**config.mk**
```make
export PLATFORM = sky130hd
export DESIGN_NAME = debounce_bank
export DESIGN_NICKNAME = d
export VERILOG_FILES = /design/src/rtl/debounce_pkg.sv /design/src/rtl/debounce_channel.sv /design/src/rtl/debounce_bank.sv
export SDC_FILE = /design/constraint.sdc
export NUM_CORES = 1
export LEC_CHECK = 0
export BUFFER_PORTS_ARGS = -buffer_cell sky130_fd_sc_hd__buf_4
export CORE_MARGIN = 2
export CORE_UTILIZATION = 44
export DETAILED_ROUTE_END_ITERATION = 7
export GPL_ROUTABILITY_DRIVEN = 1
export PLACE_DENSITY = 0.6
export SYNTH_ARGS = -nofsm -noshare
export SYNTH_HDL_FRONTEND = slang
export SYNTH_SLANG_ARGS = --single-unit
```
**constraint.sdc**
```tcl
create_clock -name clk -period 6.9 [get_ports clk]
set_input_delay 1.725 -clock clk [delete_from_list [all_inputs] [get_ports clk]]
set_output_delay 1.725 -clock clk [all_outputs]
set_load 0.01 [all_outputs]
```
**src/rtl/debounce_pkg.sv**
```systemverilog
// debounce_pkg: shared FSM state type and default 100 MHz timing for the debouncer bank
package debounce_pkg;
    typedef enum logic [1:0] {LOW, WAIT_HI, HIGH, WAIT_LO} state_t;
    localparam int DEF_STABLE_CYCLES = 1_000_000;
    localparam int DEF_REPEAT_DELAY  = 50_000_000;
    localparam int DEF_REPEAT_PERIOD = 10_000_000;
endpackage

```
**src/rtl/debounce_channel.sv**
```systemverilog
// debounce_channel: synchroniser, stable-window filter, edge pulses and optional auto-repeat
module debounce_channel
    import debounce_pkg::*;
#(
    parameter int STABLE_CYCLES = DEF_STABLE_CYCLES,
    parameter int REPEAT_DELAY  = DEF_REPEAT_DELAY,
    parameter int REPEAT_PERIOD = DEF_REPEAT_PERIOD,
    parameter bit REPEAT_EN     = 1'b0
) (
    input  logic clk,
    input  logic reset,
    input  logic raw,
    output logic db,
    output logic rise,
    output logic fall,
    output logic rep
);
    localparam int CW = $clog2(STABLE_CYCLES);
    logic [1:0]    sync;
    logic          s;
    logic          lvl;
    state_t        state;
    logic [CW-1:0] cnt;
    assign s   = sync[1];
    assign lvl = (state == HIGH) || (state == WAIT_LO);
    always_ff @(posedge clk or negedge reset) begin
        if (!reset) begin
            sync  <= '0;
            state <= LOW;
            cnt   <= '0;
            db    <= 1'b0;
            rise  <= 1'b0;
            fall  <= 1'b0;
        end else begin
            sync <= {sync[0], raw};
            db   <= lvl;
            rise <= lvl & ~db;
            fall <= ~lvl & db;
            case (state)
                LOW: if (s) begin
                    state <= WAIT_HI;
                    cnt   <= CW'(1);
                end
                WAIT_HI: if (!s) begin
                    state <= LOW;
                    cnt   <= '0;
                end else if (cnt == CW'(STABLE_CYCLES - 1)) begin
                    state <= HIGH;
                    cnt   <= '0;
                end else cnt <= cnt + CW'(1);
                HIGH: if (!s) begin
                    state <= WAIT_LO;
                    cnt   <= CW'(1);
                end
                WAIT_LO: if (s) begin
                    state <= HIGH;
                    cnt   <= '0;
                end else if (cnt == CW'(STABLE_CYCLES - 1)) begin
                    state <= LOW;
                    cnt   <= '0;
                end else cnt <= cnt + CW'(1);
            endcase
        end
    end
    if (REPEAT_EN) begin : g_rep
        localparam int RMAX = (REPEAT_DELAY > REPEAT_PERIOD) ? REPEAT_DELAY : REPEAT_PERIOD;
        localparam int RW   = $clog2(RMAX);
        logic [RW-1:0] rcnt;
        logic          first;
        logic          term;
        assign term = rcnt == (first ? RW'(REPEAT_DELAY - 1) : RW'(REPEAT_PERIOD - 1));
        // lvl drops one cycle before db, so the fall cycle never carries a repeat
        always_ff @(posedge clk or negedge reset) begin
            if (!reset) begin
                rcnt  <= '0;
                first <= 1'b0;
                rep   <= 1'b0;
            end else if (lvl && !db) begin
                rcnt  <= '0;
                first <= 1'b1;
                rep   <= 1'b1;
            end else if (lvl) begin
                rcnt  <= term ? '0 : rcnt + RW'(1);
                first <= first & ~term;
                rep   <= term;
            end else begin
                rcnt  <= '0;
                first <= 1'b0;
                rep   <= 1'b0;
            end
        end
    end else begin : g_norep
        assign rep = 1'b0;
    end
endmodule

```
**src/rtl/debounce_bank.sv**
```systemverilog
// debounce_bank: N_CH independent debounce channels with per-channel auto-repeat enable
module debounce_bank
    import debounce_pkg::*;
#(
    parameter int              N_CH          = 8,
    parameter int              STABLE_CYCLES = DEF_STABLE_CYCLES,
    parameter int              REPEAT_DELAY  = DEF_REPEAT_DELAY,
    parameter int              REPEAT_PERIOD = DEF_REPEAT_PERIOD,
    parameter logic [N_CH-1:0] REPEAT_MASK   = '0
) (
    input  logic            clk,
    input  logic            reset,
    input  logic [N_CH-1:0] raw,
    output logic [N_CH-1:0] db,
    output logic [N_CH-1:0] rise,
    output logic [N_CH-1:0] fall,
    output logic [N_CH-1:0] rep
);
    for (genvar i = 0; i < N_CH; i++) begin : g_ch
        debounce_channel #(
            .STABLE_CYCLES(STABLE_CYCLES),
            .REPEAT_DELAY (REPEAT_DELAY),
            .REPEAT_PERIOD(REPEAT_PERIOD),
            .REPEAT_EN    (REPEAT_MASK[i])
        ) u_ch (
            .clk  (clk),
            .reset(reset),
            .raw  (raw[i]),
            .db   (db[i]),
            .rise (rise[i]),
            .fall (fall[i]),
            .rep  (rep[i])
        );
    end
endmodule

```
==> impl_results.md <==
- Fraction of registers with async set/reset: 100%
- Die Y: 162 microns
- First-pass GRT wire length: 38000 microns
- Fillcell total: 2265
- Initial cell density of the core: 44.8%
- Mapped cell area: 10900 sq um
- CTS resizes: 0
- CP max stage cell: dfrtp_1
- Leak: 5.00 nW
- Final hold vios: 0
- WL/cell: 14.6 microns
- Final GP Congestion: 0.807
- Run status: completed
- Worst-Margin Slew: 1.17 ns
- Final Skew: 0.00701 ns
- Syn avg cell area: 9.38 sq um
- Std cell rows: 57
- Gr ovfl total: 0
- Share of the yosys chip area belonging to registers: 49.4%
- Layout cells sized above 1: 8.55%
- Most frequent cells in the layout: dfrtp_1 (216), nand2_1 (117), a31oi_1 (92)
- Worst slack at placement: 3.75 ns
- Fin worst setup slack: 4.12 ns
- Met3 WL: 706 microns
- Largest net degree at the start of global routing: 126
- Via density: 5.73
- Iteration-0 DRC Markers: 557
- Postcts setup bufs: 0
- Most common flop cell mapped by yosys: dfrtp_1
- Drt drc: 0
- Hold buffer count at cts: 0
- Final nets: 1172
- Internal power: 0.00268 W
- Comb pwr share: 27.2%
- Setup TNS Final: 0 ns
- # IOs: 42
- H-Tree Depth: 1
- Die Wd: 162 microns
- FF+latch area: 5410 sq um
- Maxcap violations: 0
- P_sw: 0.00137 W
- Pins Over Slew Limit: 0
- Antenna violations before repair: 0
- F_max: 360 MHz
- Max_slew headroom: 21.9%
- CP endpoint kind: output port
- Clock transition at path regs: 0.05 ns
- Clock power frac: 32.6%
- Syn-to-layout area delta: 10.2%
- CP Launch Type: flop
- Synth Warn #: 0
- Die area: 26100 sq um
- Register bit total from synthesis: 216
- Hold WC Path Type: reg -> reg
- Clock net sink count: 216
- Reg power frac: 40.2%
- Met1 wire length: 11000 microns
- GRT Overall Usage: 16.9%
- Family with the most delay on the worst path: flip-flops
- Metal2 WL: 9620 microns
- Final setup fails: 0
- WP buf/inv: 1
- WP data required: 5.18 ns
- RSZ-0062 raised after global routing: no
- Max Fanout on Critical Path: 3
- Final ANT Viol Nets: 0
- Clk_lat worst skew: 0.52 ns
- Critical path class: reg -> out
- I/O Buffers: 33
- Fin crit share: 40.2%
- Worst VDD drop: 0.000320 V
- Crit path cell chain: buf_4
- Worst path arrival time: 1.05 ns
- Fin area: 12000 sq um
- Vias in the first global route: 7895
- Synth cell types: 60
- Diode count: 0
- Cell area after placement: 11200 sq um
- Pwr dens: 336 nW/um^2
- CTS max path bufs: 3
- CTS Buf Count: 25
- Slowest stage delay, CP: 0.39 ns
- Root buffer cell: clkbuf_16
- Routed wire length: 21800 microns
- Area occupied by multi-input gates: 5040 sq um
- Switching Fraction: 33.8%
- Fin crit period: 2.78 ns
- CTS tree: yes
- Number of flops mapped to enable cells by yosys: 0
- Drt first pass iters: 5
- Dpl hpwl: 13900 microns
- Vias: 8555
- Most common cell after layout, fill and taps aside: dfrtp_1
- Core area: 24400 sq um
- Highest Signal Layer: met4
- Synth Instances: 1166
## path summary, 6_finish.rpt
check	start	endpoint	slack, ns	cells past startpoint
worst min register to register	g_ch[2].u_ch.sync[0]	g_ch[2].u_ch.sync[1]	0.35	0
max in group asynchronous	reset	g_ch[1].u_ch.cnt[12]	4.45	2
min in group asynchronous	reset	g_ch[4].u_ch.cnt[4]	1.25	1
worst max-delay path	g_ch[7].u_ch.db	db[7]	4.12	1
worst max register to register	g_ch[0].u_ch.cnt[7]	g_ch[0].u_ch.cnt[3]	4.31	6
worst min-delay path	g_ch[2].u_ch.sync[0]	g_ch[2].u_ch.sync[1]	0.35	0
## cells in the mapped netlist, drive strengths merged, types with 6 or more instances
cell type | instances | area share, %
a21o | 17 | 1.2
a21oi | 86 | 3.9
a22o | 18 | 1.4
a31oi | 92 | 5.3
a41oi | 23 | 1.8
and2 | 13 | 0.74
and3 | 22 | 1.3
and4 | 9 | 0.72
buf | 38 | 2.4
clkbuf | 48 | 1.8
dfrtp | 216 | 49
ha | 8 | 0.92
inv | 17 | 0.58
mux2 | 7 | 0.72
mux2i | 9 | 0.82
nand2 | 117 | 4.0
nand2b | 26 | 1.5
nand3 | 76 | 3.5
nand4 | 32 | 1.9
nor2 | 66 | 2.3
nor2b | 21 | 1.2
nor3 | 28 | 1.3
nor4 | 23 | 1.3
o21a | 9 | 0.62
o21ai | 51 | 2.3
or2 | 6 | 0.34
or3 | 6 | 0.39
xnor2 | 13 | 1.0
xor2 | 11 | 0.88
## state kept, by name, indices dropped and copies added, names as in the netlist, named ones only
signal,count
g_ch.u_ch.cnt,160
g_ch.u_ch.sync,16
g_ch.u_ch.db,8
g_ch.u_ch.fall,8
g_ch.u_ch.rise,8
g_ch.u_ch.state,8
## layer usage
metal	GRT usage [%]	up-vias
met2	26.1	112
li1	-	4281
met3	2.65	27
met5	0	-
met1	25.0	4135
met4	4.06	0
## stage by stage
stage	hold WS [ns]	cells	util, %	total power [W]
final	0.346	1494	49.4	0.00405
after detailed placement	0.336	1451	46.0	0.00275
after floorplan	0.331	1173	-	0.00252
after global routing	0.353	1494	49.4	0.00432
after CTS	0.348	1494	49.4	0.00410
after global placement	0.333	1451	46.0	0.00273
## cell type report
| cell class | instances | area share (%) |
|---|---|---|
| Clock buffer | 37 | 5.90 |
| Clock inverter | 6 | 0.873 |
| Inverter | 17 | 0.530 |
| Multi-Input combinational cell | 854 | 41.9 |
| Sequential cell | 216 | 44.9 |
| Tap cell | 324 | 3.37 |
| Timing Repair Buffer | 40 | 2.56 |
## power by group through the flow
stage	combinational, W	clock (W)	sequential, W
6_report	0.00110	0.00132	0.00163
5_1_grt	0.00125	0.00141	0.00166
4_1_cts	0.00111	0.00136	0.00163
3_5_place_dp	0.00111	0	0.00165
3_3_place_gp	0.00109	0	0.00164
2_1_floorplan	0.000920	0	0.00160
## kinds of logic (layout without fill, tap and decap cells)
logic type | Yosys count | after routing | synth area share (%)
buffers and inverters | 103 | 100 | 4.76
and+or+nand+nor | 465 | 465 | 22.0
muxes | 16 | 16 | 1.55
xor gates and xnor gates | 24 | 24 | 1.92
adders and majority gates | 8 | 8 | 0.916
AOI/OAI and AO/OA | 333 | 333 | 19.4
other | 1 | 8 | 0.0343
DFF | 216 | 216 | 49.4
Power figures use the tool's default switching activity.
